$ cat config.mk
export PLATFORM = sky130hd
export DESIGN_NAME = settle_monitor_flat
export DESIGN_NICKNAME = d
export VERILOG_FILES = /design/src/rtl/settle_pkg.sv /design/src/rtl/settle_monitor_if.sv /design/src/rtl/settle_monitor_band_check.sv /design/src/rtl/settle_monitor.sv /design/src/flat_wrapper.sv
export SDC_FILE = /design/constraint.sdc
export NUM_CORES = 1
export LEC_CHECK = 0
export CAP_MARGIN = 5
export CORE_MARGIN = 8
export CORE_UTILIZATION = 51
export CTS_CLUSTER_SIZE = 24
export DETAILED_ROUTE_END_ITERATION = 8
export GPL_ROUTABILITY_DRIVEN = 0
export PLACE_DENSITY = 0.9
export REMOVE_ABC_BUFFERS = 1
export SYNTH_ARGS = -nofsm -noshare
export SYNTH_HDL_FRONTEND = slang
export SYNTH_SLANG_ARGS = --single-unit
$ cat constraint.sdc
create_clock -name clk -period 1.95 [get_ports clk]
set_input_delay 0.39 -clock clk [delete_from_list [all_inputs] [get_ports clk]]
set_output_delay 0.39 -clock clk [all_outputs]
set_load 0.05 [all_outputs]
$ cat src/rtl/settle_pkg.sv
// Shared types and width helpers for the settling-time monitor.
package settle_pkg;

    typedef enum logic [1:0] {
        IDLE,
        RUN,
        DONE
    } state_t;

    function automatic int err_w(input int width);
        return width + 1;
    endfunction

endpackage

$ cat src/rtl/settle_monitor_if.sv
// Sample/target/tolerance inputs and verdict outputs of settle_monitor.
interface settle_monitor_if #(
    parameter int WIDTH = 16,
    parameter int CNT_W = 7
);
    logic signed [WIDTH-1:0] v_in;
    logic signed [WIDTH-1:0] target;
    logic        [WIDTH-1:0] tol;
    logic                    start;
    logic                    busy;
    logic                    done;
    logic                    settled;
    logic                    timeout;
    logic        [CNT_W-1:0] settle_time;
    logic signed [WIDTH:0]   overshoot;

    modport master (
        output v_in, target, tol, start,
        input  busy, done, settled, timeout, settle_time, overshoot
    );

    modport slave (
        input  v_in, target, tol, start,
        output busy, done, settled, timeout, settle_time, overshoot
    );
endinterface

$ cat src/rtl/settle_monitor_band_check.sv
// Combinational tolerance-band check: err = v_in - target, in_band = |err| <= tol.
module band_check
    import settle_pkg::*;
#(
    parameter int WIDTH = 16
) (
    input  logic signed [WIDTH-1:0]        v_in_i,
    input  logic signed [WIDTH-1:0]        target_i,
    input  logic        [WIDTH-1:0]        tol_i,
    output logic signed [err_w(WIDTH)-1:0] err_o,
    output logic                           in_band_o
);
    localparam int EW = err_w(WIDTH);

    logic signed [EW-1:0] err;
    logic        [EW-1:0] abs_err;

    // One extra bit keeps both the difference and its magnitude exact.
    always_comb begin
        err       = {v_in_i[WIDTH-1], v_in_i} - {target_i[WIDTH-1], target_i};
        abs_err   = err[EW-1] ? -err : err;
        in_band_o = (abs_err <= {1'b0, tol_i});
        err_o     = err;
    end

endmodule

$ cat src/rtl/settle_monitor.sv
// Step-response settling monitor; optional peak-error tracking under SETTLE_OVERSHOOT_EN.
//  state | meaning
//  IDLE  | no measurement since reset
//  RUN   | evaluating one sample per clock, counting elapsed cycles
//  DONE  | verdict held (settled/timeout, settle_time, overshoot)
module settle_monitor
    import settle_pkg::*;
#(
    parameter int WIDTH       = 16,
    parameter int HOLD_CYCLES = 4,
    parameter int MAX_CYCLES  = 100,
    parameter int CNT_W       = $clog2(MAX_CYCLES + 1)
) (
    input  logic            clk,
    input  logic            rst,
    settle_monitor_if.slave mon
);
    localparam int EW = err_w(WIDTH);
    localparam int HW = $clog2(HOLD_CYCLES + 1);

    state_t               state_q, state_d;
    logic [CNT_W-1:0]     elapsed_q, elapsed_d;
    logic [CNT_W-1:0]     entry_q, entry_d;
    logic [CNT_W-1:0]     settle_time_q, settle_time_d;
    logic [HW-1:0]        hold_q, hold_d;
    logic                 busy_q, busy_d;
    logic                 done_q, done_d;
    logic                 settled_q, settled_d;
    logic                 timeout_q, timeout_d;
    logic                 start_run;
    logic signed [EW-1:0] err;
    logic                 in_band;

    band_check #(.WIDTH(WIDTH)) u_band (
        .v_in_i   (mon.v_in),
        .target_i (mon.target),
        .tol_i    (mon.tol),
        .err_o    (err),
        .in_band_o(in_band)
    );

    always_comb begin
        state_d       = state_q;
        elapsed_d     = elapsed_q;
        entry_d       = entry_q;
        settle_time_d = settle_time_q;
        hold_d        = hold_q;
        busy_d        = busy_q;
        done_d        = 1'b0;
        settled_d     = settled_q;
        timeout_d     = timeout_q;
        start_run     = 1'b0;
        case (state_q)
            IDLE, DONE: begin
                if (mon.start) begin
                    state_d       = RUN;
                    busy_d        = 1'b1;
                    settled_d     = 1'b0;
                    timeout_d     = 1'b0;
                    settle_time_d = '0;
                    elapsed_d     = '0;
                    entry_d       = '0;
                    hold_d        = '0;
                    start_run     = 1'b1;
                end
            end
            RUN: begin
                if (in_band) begin
                    hold_d = hold_q + HW'(1);
                    if (hold_q == '0) entry_d = elapsed_q;
                end else begin
                    hold_d = '0;
                end
                // Settling wins over timeout when both land on the same edge.
                if (hold_d == HW'(HOLD_CYCLES)) begin
                    state_d       = DONE;
                    busy_d        = 1'b0;
                    done_d        = 1'b1;
                    settled_d     = 1'b1;
                    settle_time_d = entry_d;
                end else if (elapsed_q == CNT_W'(MAX_CYCLES - 1)) begin
                    state_d       = DONE;
                    busy_d        = 1'b0;
                    done_d        = 1'b1;
                    timeout_d     = 1'b1;
                    settle_time_d = '0;
                end else begin
                    elapsed_d = elapsed_q + CNT_W'(1);
                end
            end
            default: state_d = IDLE;
        endcase
    end

    always_ff @(posedge clk or negedge rst) begin
        if (!rst) begin
            state_q       <= IDLE;
            elapsed_q     <= '0;
            entry_q       <= '0;
            settle_time_q <= '0;
            hold_q        <= '0;
            busy_q        <= 1'b0;
            done_q        <= 1'b0;
            settled_q     <= 1'b0;
            timeout_q     <= 1'b0;
        end else begin
            state_q       <= state_d;
            elapsed_q     <= elapsed_d;
            entry_q       <= entry_d;
            settle_time_q <= settle_time_d;
            hold_q        <= hold_d;
            busy_q        <= busy_d;
            done_q        <= done_d;
            settled_q     <= settled_d;
            timeout_q     <= timeout_d;
        end
    end

    assign mon.busy        = busy_q;
    assign mon.done        = done_q;
    assign mon.settled     = settled_q;
    assign mon.timeout     = timeout_q;
    assign mon.settle_time = settle_time_q;

`ifdef SETTLE_OVERSHOOT_EN
    logic signed [EW-1:0] peak_q, peak_d;

    always_comb begin
        peak_d = peak_q;
        if (start_run) begin
            peak_d = {1'b1, {(EW-1){1'b0}}};
        end else if (state_q == RUN && err > peak_q) begin
            peak_d = err;
        end
    end

    always_ff @(posedge clk or negedge rst) begin
        if (!rst) peak_q <= '0;
        else      peak_q <= peak_d;
    end

    assign mon.overshoot = peak_q;
`else
    logic unused_err;

    assign unused_err    = ^{err, start_run};
    assign mon.overshoot = '0;
`endif

endmodule

$ cat src/flat_wrapper.sv
// flat-port wrapper written by rule: the top's interface ports become plain ports
module settle_monitor_flat import settle_pkg::*;
#(
    parameter int WIDTH       = 16,
    parameter int HOLD_CYCLES = 4,
    parameter int MAX_CYCLES  = 100,
    parameter int CNT_W       = $clog2(MAX_CYCLES + 1)
)
  (clk, rst, mon_v_in, mon_target, mon_tol, mon_start, mon_busy, mon_done, mon_settled, mon_timeout, mon_settle_time, mon_overshoot);
  settle_monitor_if #(.WIDTH(WIDTH), .CNT_W(CNT_W)) mon_i ();
  input  logic clk;
  input  logic rst;
  input wire logic [$bits(mon_i.v_in)-1:0] mon_v_in;
  input wire logic [$bits(mon_i.target)-1:0] mon_target;
  input wire logic [$bits(mon_i.tol)-1:0] mon_tol;
  input wire logic [$bits(mon_i.start)-1:0] mon_start;
  output wire logic [$bits(mon_i.busy)-1:0] mon_busy;
  output wire logic [$bits(mon_i.done)-1:0] mon_done;
  output wire logic [$bits(mon_i.settled)-1:0] mon_settled;
  output wire logic [$bits(mon_i.timeout)-1:0] mon_timeout;
  output wire logic [$bits(mon_i.settle_time)-1:0] mon_settle_time;
  output wire logic [$bits(mon_i.overshoot)-1:0] mon_overshoot;
  assign mon_i.v_in = mon_v_in;
  assign mon_i.target = mon_target;
  assign mon_i.tol = mon_tol;
  assign mon_i.start = mon_start;
  assign mon_busy = mon_i.busy;
  assign mon_done = mon_i.done;
  assign mon_settled = mon_i.settled;
  assign mon_timeout = mon_i.timeout;
  assign mon_settle_time = mon_i.settle_time;
  assign mon_overshoot = mon_i.overshoot;
  settle_monitor #(.WIDTH(WIDTH), .HOLD_CYCLES(HOLD_CYCLES), .MAX_CYCLES(MAX_CYCLES), .CNT_W(CNT_W)) u_core (.clk(clk), .rst(rst), .mon(mon_i));
endmodule
# Word level (Yosys, flattened, before mapping)
# Index checks and enable logic that the tools add are counted.
# Widths: inputs -> output; s select.
[word_totals] regBits=30 mem_bits_ro=0 input_bits=51 elab_cells=66 n_memories=0 ramBits=0 latch_bits=0
[op_classes] n_shift=0 magnitude_cmp=1 reduce_logical=10 n_bitwise=0 multipliers=0 n_mux=32 n_div=0 addsub=4 n_eq_ne=10
[op_table] operator="$mux 7" count=7
[op_table] operator="$pmux 7 s2" count=3
[op_table] operator="$le 17x16->1" count=1
[op_table] operator="$mux 17" count=1
[op_table] operator="$neg 17->17" count=1
[op_table] operator="$sub 16x16->17" count=1
[op_table] operator="$mux 1" count=10
[op_table] operator="$mux 3" count=3
[op_table] operator="$reduce_and 4->1" count=2
[op_table] operator="$add 7x1->7 const B" count=1
[op_table] operator="$eq 7x7->1 const B" count=1
[op_table] operator="$mux 2" count=3
[op_table] operator="$ne 2x2->1 const B" count=3
[op_table] operator="$pmux 1 s2" count=3
[op_table] operator="$pmux 3 s2" count=1
[op_table] operator="$reduce_and 3->1" count=2
[op_table] operator="$ne 2x1->1 const B" count=2
[op_table] operator="$pmux 2 s2" count=1
[op_table] operator="$reduce_and 2->1" count=2
[op_table] operator="$add 3x1->3 const B" count=1
[op_table] operator="$eq 3x3->1 const B" count=1
[op_table] operator="$logic_not 3->1" count=1
[op_table] operator="$ne 3x1->1 const B" count=1
[op_table] operator="$eq 2x1->1 const B" count=1
[op_table] operator="4 further kinds" count=4

# Logic depth before layout (Yosys ltp)
# Gate-level depths: netlist of run 1.
[logic_depth] word_depth=9 depth_mapped=23 depth_no_buf=22

# By module
# A second synthesis of run 1 with hierarchy kept.
[unflattened] hier_cells=391 hier_area_um2=3285.7
[by_module_without_submodules] mod="band_check" cells_per_inst=229 area_per_inst_um2=1661.6 instances=1
[by_module_without_submodules] mod="settle_monitor" cells_per_inst=162 area_per_inst_um2=1624.1 instances=1

# Worst setup path before layout of run 1
# No wires, ideal clock.
[synth_path] path_kind="in2reg" from="input port mon_v_in[0]" to="register u_core.settle_time_q[0] (netlist: u_core.mon.settle_time[0])" stages=22 setup_slack_ns=-3.221 setup_ns=0.139 arrival_time_ns=5.032 path_buffers=0 path_cell_list="inv_1 > ha_1 > fa_1 > nand2b_1 > a2111o_1 > nand3_1 > a21oi_1 > nor4b_1 > nor2b_1 > and3_1 > a21oi_1 > xnor2_1 > ha_1 > nand2_1 > nor3_1 > a21boi_0 > a2111o_1 > o31ai_1 > and4_1 > o21ai_4 > a31oi_1 > o22ai_1"
[synth_between] elab_chain_len=9
[synth_rtl] element="start: declaration" line_no="flat_wrapper.sv:13" rtl="input wire logic [$bits(mon_i.v_in)-1:0] mon_v_in;"
[synth_rtl] element="$sub 16x16->17 *" line_no="settle_monitor_band_check.sv:20" rtl="err = {v_in_i[WIDTH-1], v_in_i} - {target_i[WIDTH-1], target_i};"
[synth_rtl] element="$neg 17->17" line_no="settle_monitor_band_check.sv:21" rtl="abs_err = err[EW-1] ? -err : err;"
[synth_rtl] element="$mux 17 *" line_no="settle_monitor_band_check.sv:21"
[synth_rtl] element="$le 17x16->1 *" line_no="settle_monitor_band_check.sv:22" rtl="in_band_o = (abs_err <= {1'b0, tol_i});"
[synth_rtl] element="$mux 3" line_no="settle_monitor.sv:68" rtl="if (in_band) begin"
[synth_rtl] element="$mux 3" line_no="settle_monitor.sv:53" rtl="case (state_q)"
[synth_rtl] element="$eq 3x3->1" line_no="settle_monitor.sv:75" rtl="if (hold_d == HW'(HOLD_CYCLES)) begin"
[synth_rtl] element="$ne 3x1->1 (no source line) or $mux 7 (tied branches)"
[synth_rtl] element="$reduce_and 3->1 (no source line) or $pmux 7 s2 (tied branches)"
[synth_rtl] element="end signal: assignment" line_no="settle_monitor.sv:110" rtl="settle_time_q <= settle_time_d;"
[synth_rtl] element="end: declaration" line_no="settle_monitor.sv:24" rtl="logic [CNT_W-1:0] settle_time_q, settle_time_d;"
# Mark *: on every way between the ends. The rest lies on a longest branch, timed or not. The select of a mux whose other input is x is not followed.
# A chain may end at the register's enable or synchronous reset.

# Worst setup path in the final report of run 1
[layout_path] from="input port mon_target[3]" to="register u_core.entry_q[4]"
[layout_between] elab_chain_len=6
[layout_rtl] element="start: declaration" line_no="flat_wrapper.sv:14" rtl="input wire logic [$bits(mon_i.target)-1:0] mon_target;"
[layout_rtl] element="$sub 16x16->17 *" line_no="settle_monitor_band_check.sv:20"
[layout_rtl] element="$neg 17->17" line_no="settle_monitor_band_check.sv:21"
[layout_rtl] element="$mux 17 *" line_no="settle_monitor_band_check.sv:21"
[layout_rtl] element="$le 17x16->1 *" line_no="settle_monitor_band_check.sv:22"
[layout_rtl] element="$mux 7 *" line_no="settle_monitor.sv:68"
[layout_rtl] element="$pmux 7 s2 *" line_no="settle_monitor.sv:53"
[layout_rtl] element="end signal: assignment" line_no="settle_monitor.sv:109" rtl="entry_q <= entry_d;"
[layout_rtl] element="end: declaration" line_no="settle_monitor.sv:23" rtl="logic [CNT_W-1:0] entry_q, entry_d;"
# Mark *: on every way between the ends. The rest lies on a longest branch, timed or not.

==> results of run 1 <==
## layout by cell type, fill, tap and decap left out, drive strengths merged, types with 4 or more instances in the layout
| cell | netlist | routed |
|---|---|---|
| nor3 | 4 | 4 |
| xor2 | 13 | 13 |
| o21ai | 19 | 19 |
| nand3 | 21 | 21 |
| dfrtp | 30 | 30 |
| buf | 23 | 116 |
| clkdlybuf4s50 | 0 | 38 |
| and3 | 6 | 6 |
| nor2b | 8 | 8 |
| dlygate4sd2 | 0 | 11 |
| nand2b | 9 | 9 |
| clkbuf | 4 | 9 |
| mux2i | 14 | 14 |
| a211o | 4 | 4 |
| nor4 | 4 | 4 |
| conb | 1 | 17 |
| nand4 | 5 | 5 |
| inv | 51 | 51 |
| a31oi | 4 | 4 |
| a21o | 12 | 12 |
| nand2 | 29 | 29 |
| o22ai | 8 | 8 |
| nor2 | 30 | 30 |
| ha | 36 | 36 |
| a21oi | 28 | 28 |
| xnor2 | 7 | 7 |
## worst max-delay path, stage by stage
cell	delay (ns)
dlygate4sd2_1	0.25
inv_2	0.06
ha_4	0.26
o21ai_4	0.26
a2111o_1	0.29
nand3_2	0.21
buf_6	0.17
a41o_1	0.20
a31o_4	0.30
buf_6	0.14
buf_4	0.14
a31oi_2	0.18
xnor2_1	0.17
ha_1	0.28
nand2_2	0.09
nor3_2	0.05
a21boi_2	0.15
a2111o_1	0.48
o31ai_4	0.25
and3b_2	0.31
o211ai_4	0.18
buf_4	0.23
o21ai_1	0.26
## what timing repair did
action,4_1_cts,5_1_grt
gates cloned,0,0
resized for setup,135,34
pin swaps,60,43
setup endpoints to repair,30,30
buffers inserted,19,16
## layer usage
| layer | share of wire (%) | global-route usage [%] | up-vias |
|---|---|---|---|
| li1 | - | - | 1750 |
| met1 | 31 | 28.66 | 1991 |
| met2 | 46 | 49.95 | 477 |
| met3 | 12 | 9.459 | 186 |
| met4 | 11 | 25.80 | 2 |
| met5 | 0.078 | 0 | - |
## synthesized netlist by cell type, types with 7 or more instances
library cell	instances
o21ai_0	16
nand3_1	20
ha_1	36
xor2_1	13
o22ai_1	8
nand2_1	29
nor2_1	30
dfrtp_1	30
buf_4	18
mux2i_1	14
nand2b_1	9
xnor2_1	7
inv_1	51
a21o_1	12
nor2b_1	8
a21oi_1	25
## final cells by class
class	instances	share of cell area, %
Clock buffer	5	1.280
Clock inverter	2	0.1861
Inverter	51	3.606
Multi-Input combinational cell	319	51.68
Sequential cell	30	13.96
Tap cell	77	1.792
Timing Repair Buffer	173	27.50
## per-stage QoR
stage | total power (W) | worst slack (ns) | util [%] | hold slack, ns
floorplan | 0.002526 | -3.220 | - | 0.09441
global placement | 0.003299 | -3.425 | 71.15 | 0.4705
detailed placement | 0.003500 | -3.781 | 71.15 | 0.4700
CTS | 0.004320 | -2.596 | 81.69 | 0.4944
global route | 0.005171 | -3.278 | 85.18 | 0.5222
finish | 0.004990 | -3.196 | 85.18 | 0.5144
## power by group
part | leakage, nW | total [W] | switching [W] | internal [W]
registers | 0.394 | 0.00104 | 0.000228 | 0.000815
logic | 2.22 | 0.00344 | 0.00197 | 0.00148
clock network | 0.0438 | 0.000504 | 0.000265 | 0.000240
## worst max path at each step
stage | endpoint | from | slack [ns]
detailed placement | u_core.entry_q[0]$_DFFE_PN0P_ | mon_v_in[0] | -3.78
global route | u_core.entry_q[4]$_DFFE_PN0P_ | mon_v_in[0] | -3.28
floorplan | u_core.mon.settle_time[0]$_DFFE_PN0P_ | mon_v_in[0] | -3.22
CTS | u_core.elapsed_q[1]$_DFFE_PN0P_ | mon_v_in[0] | -2.60
global placement | u_core.mon.settle_time[6]$_DFFE_PN0P_ | mon_v_in[0] | -3.43
finish | u_core.entry_q[4]$_DFFE_PN0P_ | mon_target[3] | -3.20
## state kept, by name, summed over array words and instances (netlist names)
name	cells
u_core.mon.settled	1
u_core.mon.settle_time	7
u_core.mon.busy	1
u_core.mon.timeout	1
u_core.state_q	2
u_core.entry_q	7
u_core.hold_q	3
u_core.elapsed_q	7
u_core.mon.done	1
## cell families (layout without fill, tap and decap cells)
group,count (synthesis),after routing,synth area share (%)
AO/OA/AOI/OAI,99,99,20.95
adder cells (fa/ha/maj),37,37,14.19
multiplexers,15,15,4.681
flip-flops,30,30,22.65
AND/OR/NAND/NOR,131,131,20.91
other,1,17,0.1131
XOR/XNOR,20,20,5.285
buffers and inverters,78,231,11.21
==> metrics.txt, run 1 <==
VDD IR max=850.8 µV; pin count of the biggest net entering global routing=31; effective utilization at floorplan=52.50%; Final Max Tran Viols=0; Area contributors post-synth=dfrtp_1 23%, ha_1 14%, inv_1 5.8%, mux2i_1 4.2%, buf_4 4.1%; cts bufs inserted=5; row count=29; R2R Path Start=u_core.state_q[0]$_DFFE_PN0P_; number of global-route vias before repair=4544; relative slew slack=46.81%; flops & latches, synth=30; top cell type's share of synthesized area=22.65%; Max Cap Viol=0; final period demand of the worst path=5.146 ns; maximum clock frequency=194.3 MHz; maximum root-to-sink buffer count=2; chip width=96.62 µm; Setup crit end kind=register; Avg Inst Size Synth=8.064 µm²; R2R depth=5; clk_skew=0.02165 ns; RSZ-0062 raised after global routing=true; Final period util=263.9%; final setup violation count=30; DRC=0; core box area=6314 µm²; kind of critical path=in -> reg; Seq/Total Area, Yosys=22.65%; die area=9334 µm²; FILL cells=284; Multi-input gate area=2779 µm²; root buffer cell=clkbuf_8; per-cell routed wire length=25.44 µm; async set or reset register ratio after synthesis=100.0%; synthesized instance count=411; status=finished, violations left; CP Launch Type=input port; RR Endpoint=u_core.mon.settle_time[2]$_DFFE_PN0P_; P_leak=2.657 nW; FF/Latch Area=750.7 µm²; Ports=79; antenna violations before repair=1; Overflow after GRT=0; R2R Setup Slk=-0.09 ns; Final ANT Viol Nets=0; first-pass GRT wire length=22.94 mm; share of post-route cells with drive strength above 1=39.31%; 1st-pass router iterations=6; CTS tree=done; cell total after placement=617; diode count=0; H-Tree Depth=2; area delta synth->final=62.25%; number of synthesized flops with an enable pin=0; Finished Cell Area=5378 µm²; hold buffer count at CTS=0; insertion delay to the later sink of the worst-skew pair=0.30 ns; Max Fanout on Critical Path=13; WP data arrival=5.32 ns; DRT Wirelength=16.71 mm; Yosys cell types=64; largest area contributor in the netlist=dfrtp_1; Post-Syn Area=3314 µm²; Port Buffers=61; hold crit path type=in -> async; worst slew pin tran=0.7963 ns; GRT Util Overall=29.59%; Cell Count, Final, Fillers Out=657; die span in y=96.62 µm; DP Wirelength=8.142 mm; power per cell area=927.9 nW/µm²; setup TNS=-89.48 ns; Worst EP required=2.12 ns; Layout Nets=668; routed via count=4406; failing checks=negative setup slack; YS warnings=0; Clock Pin Slew Worst Setup and Hold Paths=0.09 ns; DR iter-0 viols=480; Post-synth top flop=dfrtp_1; clock sink count=30; final hold viol count=0; DR vias/cell=6.706; placed instance area=4492 µm²; Worst Slack Setup Final=-3.196 ns
Note: power is estimated with default switching activity, not from simulation.
==> inputs of run 2 (changes only) <==
--- a/config.mk
+++ b/config.mk
@@ -5,13 +5,12 @@
 export SDC_FILE = /design/constraint.sdc
 export NUM_CORES = 1
 export LEC_CHECK = 0
-export CAP_MARGIN = 5
 export CORE_MARGIN = 8
-export CORE_UTILIZATION = 51
+export CORE_UTILIZATION = 46
 export CTS_CLUSTER_SIZE = 24
 export DETAILED_ROUTE_END_ITERATION = 8
 export GPL_ROUTABILITY_DRIVEN = 0
-export PLACE_DENSITY = 0.9
+export PLACE_DENSITY = 0.75
 export REMOVE_ABC_BUFFERS = 1
 export SYNTH_ARGS = -nofsm -noshare
 export SYNTH_HDL_FRONTEND = slang
==> constraint.sdc (replaced) <==
create_clock -name clk -period 4.66 [get_ports clk]
set_input_delay 0.932 -clock clk [delete_from_list [all_inputs] [get_ports clk]]
set_output_delay 0.932 -clock clk [all_outputs]
set_load 0.05 [all_outputs]
==> metrics.txt, run 2 (synthesis results as in run 1) <==
RR Endpoint=u_core.mon.settle_time[6]$_DFFE_PN0P_; die span in y=100.9 µm; P_leak=2.638 nW; insertion delay to the later sink of the worst-skew pair=0.28 ns; hold buffer count at CTS=0; 1st-pass router iterations=4; hold crit path type=reg -> reg; core box area=7098 µm²; diode count=0; Cell Count, Final, Fillers Out=669; chip width=100.9 µm; final setup violation count=30; row count=31; H-Tree Depth=2; Flop pwr share=21.8%; final hold viol count=0; cts bufs inserted=5; R2R Setup Slk=2.72 ns; first-pass GRT wire length=17.49 mm; maximum clock frequency=197.1 MHz; WP data arrival=5.23 ns; Multi-input gate area=2895 µm²; pin count of the biggest net entering global routing=31; routed via count=3752; R2R Path Start=u_core.state_q[0]$_DFFE_PN0P_; number of global-route vias before repair=3877; Finished Cell Area=5396 µm²; power per cell area=354.5 nW/µm²; FF/Latch Area=750.7 µm²; Crit path largest cell delay=0.34 ns; clk_skew=0.006923 ns; most frequent cells in the layout=91 x buf_4, 41 x inv_1, 38 x clkdlybuf4s50_1, 30 x dfrtp_1, 26 x nor2_1; Max Fanout on Critical Path=7; Post-Place Worst Slack=-1.504 ns; Overflow after GRT=0; Layout Nets=657; P_sw=0.0008727 W; maximum root-to-sink buffer count=2; final period demand of the worst path=5.075 ns; power share of the combinational group=67.1%; worst hold path depth=2; FILL cells=434; Hold Path Origin=u_core.mon.timeout$_DFFE_PN0P_; CTS tree=done; clock share of power=11.1%; worst slew pin tran=0.7855 ns; DRC=0; root buffer cell=clkbuf_8; die area=10180 µm²; P_int=0.001040 W; Worst Hold Path EP=u_core.mon.timeout$_DFFE_PN0P_; DRT Wirelength=11.48 mm; Ports=79; setup TNS=-9.258 ns; most used cell, CP=buf_6; Max Cap Viol=0; failing checks=negative setup slack; Final Max Tran Viols=0; share of post-route cells with drive strength above 1=39.12%; Worst Slack Setup Final=-0.4146 ns; CP Launch Type=input port; most common cell after layout, fill and taps aside=buf_4; CP max stage cell=fa_2; DP Wirelength=7.076 mm; status=finished, violations left; area delta synth->final=62.82%; GRT Util Overall=20.83%; cell total after placement=633; VDD IR max=152.2 µV; DR iter-0 viols=138; Worst EP required=4.82 ns; placed instance area=4477 µm²; kind of critical path=in -> reg; R2R depth=5; antenna violations before repair=0; clock sink count=30; per-cell routed wire length=17.16 µm; Final ANT Viol Nets=0; effective utilization at floorplan=46.69%; DR vias/cell=5.608; Port Buffers=61; switching share of total power=45.62%; Setup crit end kind=register; Pwr Total=0.001913 W; Final period util=108.9%; RSZ-0062 raised after global routing=true; relative slew slack=47.53%; Clock Pin Slew Worst Setup and Hold Paths=0.06 ns
run 2: how the worst max path moves through the flow:
stage                  startpoint                                     to  slack (ns)  depth (start not counted)
floorplan             mon_v_in[0]  u_core.mon.settle_time[0]$_DFFE_PN0P_       -1.05                         22
global placement      mon_v_in[0]  u_core.mon.settle_time[5]$_DFFE_PN0P_       -1.31                         23
detailed placement    mon_v_in[0]          u_core.entry_q[0]$_DFFE_PN0P_       -1.50                         23
CTS                   mon_v_in[0]  u_core.mon.settle_time[1]$_DFFE_PN0P_       -0.41                         24
global route        mon_target[1]  u_core.mon.settle_time[4]$_DFFE_PN0P_       -0.57                         25
finish                mon_v_in[0]  u_core.mon.settle_time[6]$_DFFE_PN0P_       -0.41                         25
run 2: area by class of cell:
cell class                 instances  share of cell area (%)
clock buffer                       7                   1.600
inverter                          51                   3.594
multi-input combinational        320                   53.65
sequential                        30                   13.91
tap                               99                   2.295
clock inverter                     1                 0.09274
timing repair buffer             161                   24.86
run 2: critical path: cells and delay by family:
kind / cells / cell delay [ns]
buffers and inverters: 5 / 0.56
adder cells (fa/ha/maj): 3 / 0.79
AND/OR/NAND/NOR: 8 / 1.47
XOR/XNOR: 1 / 0.23
AO/OA/AOI/OAI: 8 / 1.22
run 2: power groups by stage:
stage / registers, W / logic [W] / clock network, W
6_report: 0.000416 / 0.00128 / 0.000212
5_1_grt: 0.000430 / 0.00139 / 0.000224
4_1_cts: 0.000413 / 0.00115 / 0.000211
3_5_place_dp: 0.000417 / 0.000998 / 0
3_3_place_gp: 0.000409 / 0.000961 / 0
2_1_floorplan: 0.000489 / 0.000568 / 0
run 2: stage by stage:
stage	util, %	hold slack (ns)
3_3_place_gp	63.07	0.4718
6_report	76.03	0.4941
3_5_place_dp	63.07	0.4677
5_1_grt	76.03	0.5291
4_1_cts	71.92	0.4829
2_1_floorplan	-	0.4639
run 2: what timing repair did:
item | 4_1_cts | 5_1_grt
cloned | 1 | 0
resized for setup | 134 | 69
pin swaps | 62 | 64
buffers inserted | 23 | 12
endpoints found under the setup margin | 30 | 30
run 2: layer usage:
layer / global-route usage [%] / wire length (µm)
met5: 0 / 0
met4: 8.256 / 522
met3: 2.555 / 484
met2: 40.55 / 6227
met1: 21.80 / 4245
==> inputs of run 3 (changes only) <==
--- a/config.mk
+++ b/config.mk
@@ -5,6 +5,7 @@
 export SDC_FILE = /design/constraint.sdc
 export NUM_CORES = 1
 export LEC_CHECK = 0
+export CAP_MARGIN = 5
 export CORE_MARGIN = 8
 export CORE_UTILIZATION = 46
 export CTS_CLUSTER_SIZE = 24
==> results of run 3 <==
Final layout, timing and power as in run 2 (identical DEF).
==> variant 1, RTL diff (config.mk and constraints of run 3) <==
The option `SETTLE_OVERSHOOT_EN` is turned on by a define.
--- a/src/rtl/settle_monitor.sv
+++ b/src/rtl/settle_monitor.sv
@@ -5,2 +5,4 @@
 //  DONE  | verdict held (settled/timeout, settle_time, overshoot)
+`define SETTLE_OVERSHOOT_EN
+
 module settle_monitor
Behaviour: not the same (Yosys sat finds a counterexample within 4 cycles, from zero or initial values and one cycle with rst low).
==> variant 1 against run 3 <==
Utilization fell by 1.6 points; setup slack got worse by 0.12 ns; power rose by 89%; count of clock-buffer cells in the layout fell by 1; largest cell class unchanged; final area rose by 27%; final cell count rose by 22%; the flow still finishes with violations (negative setup slack); largest power group unchanged; highest routed layer unchanged; area after synthesis rose by 30%; sequential share of layout area rose by 3.3 points; routed wire length rose by 28%; clock skew rose by 0.0041 ns; die area rose by 25%; sequential cell count rose by 17.
==> variant 1: results (changes against run 3) <==
layout:
  finalNetCount: 810  # was 657
  drive_above_1_share: 0.328  # was 0.391
min_path:
  min_to: "u_core.mon.busy$_DFFE_PN0P_"  # was u_core.mon.timeout$_DFFE_PN0P_
placement:
  place_hpwl_mm: 9.65  # was 7.08 mm
  io_buffers: 78  # was 61
global_route:
  met3_usage: 0.0335  # was 0.0256
  grtUsageMet1: 0.227  # was 0.218
  grt_pass1_wl_mm: 21.4  # was 17.5 mm
worst_setup_path:
  reg2regPathDepth: 12  # was 5
  cp_max_fo: 8  # was 7
  r2r_end: "u_core.mon.overshoot[0]$_DFFE_PN0P_"  # was u_core.mon.settle_time[6]$_DFFE_PN0P_
  crit_end: "u_core.elapsed_q[6]$_DFFE_PN0P_"  # was u_core.mon.settle_time[6]$_DFFE_PN0P_
  crit_slowest_cell: "clkdlybuf4s50_1"  # was fa_2
  r2r-start: "u_core.mon.overshoot[6]$_DFFE_PN0P_"  # was u_core.state_q[0]$_DFFE_PN0P_
clock_network:
  cts_resized: 61  # was 134
  clock_latency_ns: 0.30  # was 0.28 ns
drt:
  wl_mm: 14.7  # was 11.5 mm
  wl_met2_mm: 7.83  # was 6.23 mm
  firstDrtPassIters: 5  # was 4
  viasPerCell: 5.66  # was 5.61
  dr_wl_met3_um: 722  # was 484 um
  drtIter0Drc: 160  # was 138
status:
  run_status: "finished, violations left"  # unchanged
  violations: "negative setup slack"  # unchanged
timing:
  setup_violations: 31  # was 30
  fin_ws_ns: -0.537  # was -0.415 ns
  skew_ns: 0.0110  # was 0.00692 ns
  relSlewSlack: 0.281  # was 0.475
  tns_ns: -12.69  # was -9.26 ns
power:
  p_leak_uw: 0.00325  # was 0.00264 uW
synth:
  netlist_top_cells_count: "inv_1, ha_1, nand2_1"  # was inv_1, ha_1, dfrtp_1, nor2_1, nand2_1
  synth_cells: 515  # was 411
  ys_types: 62  # was 64
floorplanning:
  die_w_um: 113  # was 101 um
==> variant 1: report_power, final <==
group          switching [uW]  internal (uW)  total, uW
clock                     136            157        294
combinational            1420           1180       2590
sequential                152            575        727
total                    1700           1910       3610
==> variant 1: kinds of logic after synthesis <==
logic type               Yosys count  share of synthesized area
buffers and inverters             87                     0.0762
AO/OA/AOI/OAI                    121                      0.201
AND/OR/NAND/NOR                  158                      0.186
flip-flops                        47                      0.272
multiplexers                      26                     0.0605
XOR/XNOR                          22                     0.0463
adder cells (fa/ha/maj)           54                      0.158
==> variant 1: final cells by class <==
class | count | area (um2)
inverter | 71 | 269
clock buffer | 6 | 72.6
clock inverter | 1 | 30.0
tap | 111 | 139
multi-input combinational | 382 | 3400
sequential | 47 | 1180
timing repair buffer | 198 | 1770
fill | 624 | 2350
==> variant 2, RTL diff (settings of run 3) <==
Made on the original files. Encoding of `state_t`: now one-hot (3 bits for 3 states).
--- a/src/rtl/settle_pkg.sv
+++ b/src/rtl/settle_pkg.sv
@@ -3,6 +3,6 @@
 
-    typedef enum logic [1:0] {
-        IDLE,
-        RUN,
-        DONE
+    typedef enum logic [2:0] {
+        IDLE = 3'b001,
+        RUN  = 3'b010,
+        DONE = 3'b100
     } state_t;
Formal check against the unedited RTL: no difference found for any inputs over 10 cycles, from zero or initial values and one cycle with rst low; not proved beyond that.
==> variant 2 against run 3 <==
The run still ends with negative setup slack left; setup slack gained 0.046 ns; combinational power shrank 20%; maximum frequency grew 0.92%; routed wire length grew 6.6%; sequential cell count grew 1; die area grew 3.7%; power shrank 15%; area after synthesis grew 4.4%; via count grew 1.7%; final area grew 2.7%.
==> variant 2: results (changes against run 3) <==
clock_network:
  clockRootBuffer: "clkbuf_8"  # unchanged
  htree_levels: 2  # unchanged
  clk_pin_slew_ns: 0.07
  clock_latency_ns: 0.28  # about the same
  clockBufferDepth: 2  # unchanged
  cts-buffers-inserted: 5  # unchanged
timing:
  relSlewSlack: 0.280  # was 0.475
  skew_ns: 0.00496  # was 0.00692 ns
  setup_violations: 30  # unchanged
  fin_ws_ns: -0.368  # was -0.415 ns
power:
  p_leak_uw: 0.00261  # was 0.00264 uW
  peakVddDrop_mv: 0.151  # was 0.152 mV
  p_int_uw: 947  # was 1040 uW
min_path:
  whs_path_depth: 1  # was 2
  hold_path_class: "register to register"  # unchanged
worst_setup_path:
  crit_path_max_incr_delay_ns: 0.47  # was 0.34 ns
  cp_max_fo: 4  # was 7
  reg2regPathDepth: 7  # was 5
  crit_family: "compound AO/OA/AOI/OAI gates"  # was simple AND/OR/NAND/NOR gates
  crit_slowest_cell: "a2111oi_4"  # was fa_2
status:
  run_status: "finished, violations left"  # unchanged
  violations: "negative setup slack"  # unchanged
drt:
  wl_mm: 12.2  # was 11.5 mm
  via_count: 3814  # was 3752
  firstDrtPassIters: 6  # was 4
  drtIter0Drc: 192  # was 138
synth:
  async_reset_ff_frac: 1.00  # unchanged
  netlist_top_cells_count: "inv_1, nand2_1, ha_1"  # was inv_1, ha_1, dfrtp_1, nor2_1, nand2_1
  synth_area_leaders: "dfrtp_1, ha_1, mux2i_1"  # was dfrtp_1, ha_1, inv_1
  ys_types: 67  # was 64
  ys_seq_area_frac: 0.225  # was 0.227
  yosys_warnings: 0  # unchanged
global_route:
  grt_pass1_wl_mm: 17.3  # was 17.5 mm
  grt_max_degree: 27  # was 31
  antenna_found_initial: 0  # unchanged
  grtUsageTotal: 0.201  # was 0.208
layout:
  finalNetCount: 656  # was 657
  drive_above_1_share: 0.409  # was 0.391
  antennaDiodeCount: 0  # unchanged
placement:
  place_hpwl_mm: 7.62  # was 7.08 mm
  io_buffers: 61  # unchanged
  post-place-ws_ns: -0.956  # was -1.50 ns
  placedInstanceArea_mm2: 0.00465  # was 0.00448 mm2
## variant 2: cells by family (layout without fill, tap and decap cells)
family,after synthesis,count (layout),synth area share
AOI/OAI and AO/OA,98,98,0.214
other,1,17,0.00108
buffers and inverters,75,214,0.106
adders and majority gates,37,37,0.136
xor gates and xnor gates,22,22,0.0557
and+or+nand+nor,125,125,0.190
DFF,31,31,0.225
muxes,25,25,0.0727
## variant 2: final timing paths
kind / end / slack, ns / start
setup reg to reg: u_core.elapsed_q[3]$_DFFE_PN0P_ / 2.31 / u_core.hold_q[0]$_DFFE_PN0P_
min in group asynchronous: u_core.mon.settle_time[1]$_DFFE_PN0P_ / 0.98 / rst
max in group asynchronous: u_core.elapsed_q[2]$_DFFE_PN0P_ / 3.06 / rst
setup / recovery: u_core.state_q[1]$_DFFE_PN0P_ / -0.37 / mon_target[5]
hold / removal: u_core.mon.timeout$_DFFE_PN0P_ / 0.50 / u_core.mon.timeout$_DFFE_PN0P_
hold reg to reg: u_core.mon.timeout$_DFFE_PN0P_ / 0.50 / u_core.mon.timeout$_DFFE_PN0P_
## variant 2: routing by layer
metal / part of all wire / track usage
met1: 0.39 / 0.223
met2: 0.52 / 0.380
met3: 0.056 / 0.0351
met4: 0.037 / 0.0530
met5: 0 / 0
## variant 2: what timing repair did
item | CTS | global route
setup buffers | 10 | 15
resized for setup | 156 | 54
hold buffers | 0 | 0
endpoints found under the setup margin | 30 | 30
pin swaps | 60 | 54
endpoints found under the hold margin | 0 | 0
## variant 2: power by group through the flow
stage | logic (uW) | clock network [uW] | registers [uW]
floorplan | 479 | 0 | 322
global placement | 742 | 0 | 326
detailed placement | 764 | 0 | 328
CTS | 881 | 276 | 323
global route | 1080 | 290 | 330
finish | 1020 | 276 | 326
## variant 2: stage by stage
stage | instances | TNS [ns] | hold slack (ns)
after global placement | 636 | -22.59 | 0.488
after global routing | 668 | -9.98 | 0.524
after detailed placement | 636 | -25.92 | 0.489
after CTS | 653 | -0.367 | 0.505
final | 668 | -7.15 | 0.502
after floorplan | 402 | -11.98 | 0.479
## variant 2: cell type report
cell class	count	area [um2]
clock buffer	6	82.6
clock inverter	2	35.0
fill	428	1710
inverter	47	179
multi-input combinational	324	2960
sequential	31	777
tap	99	124
timing repair buffer	159	1380
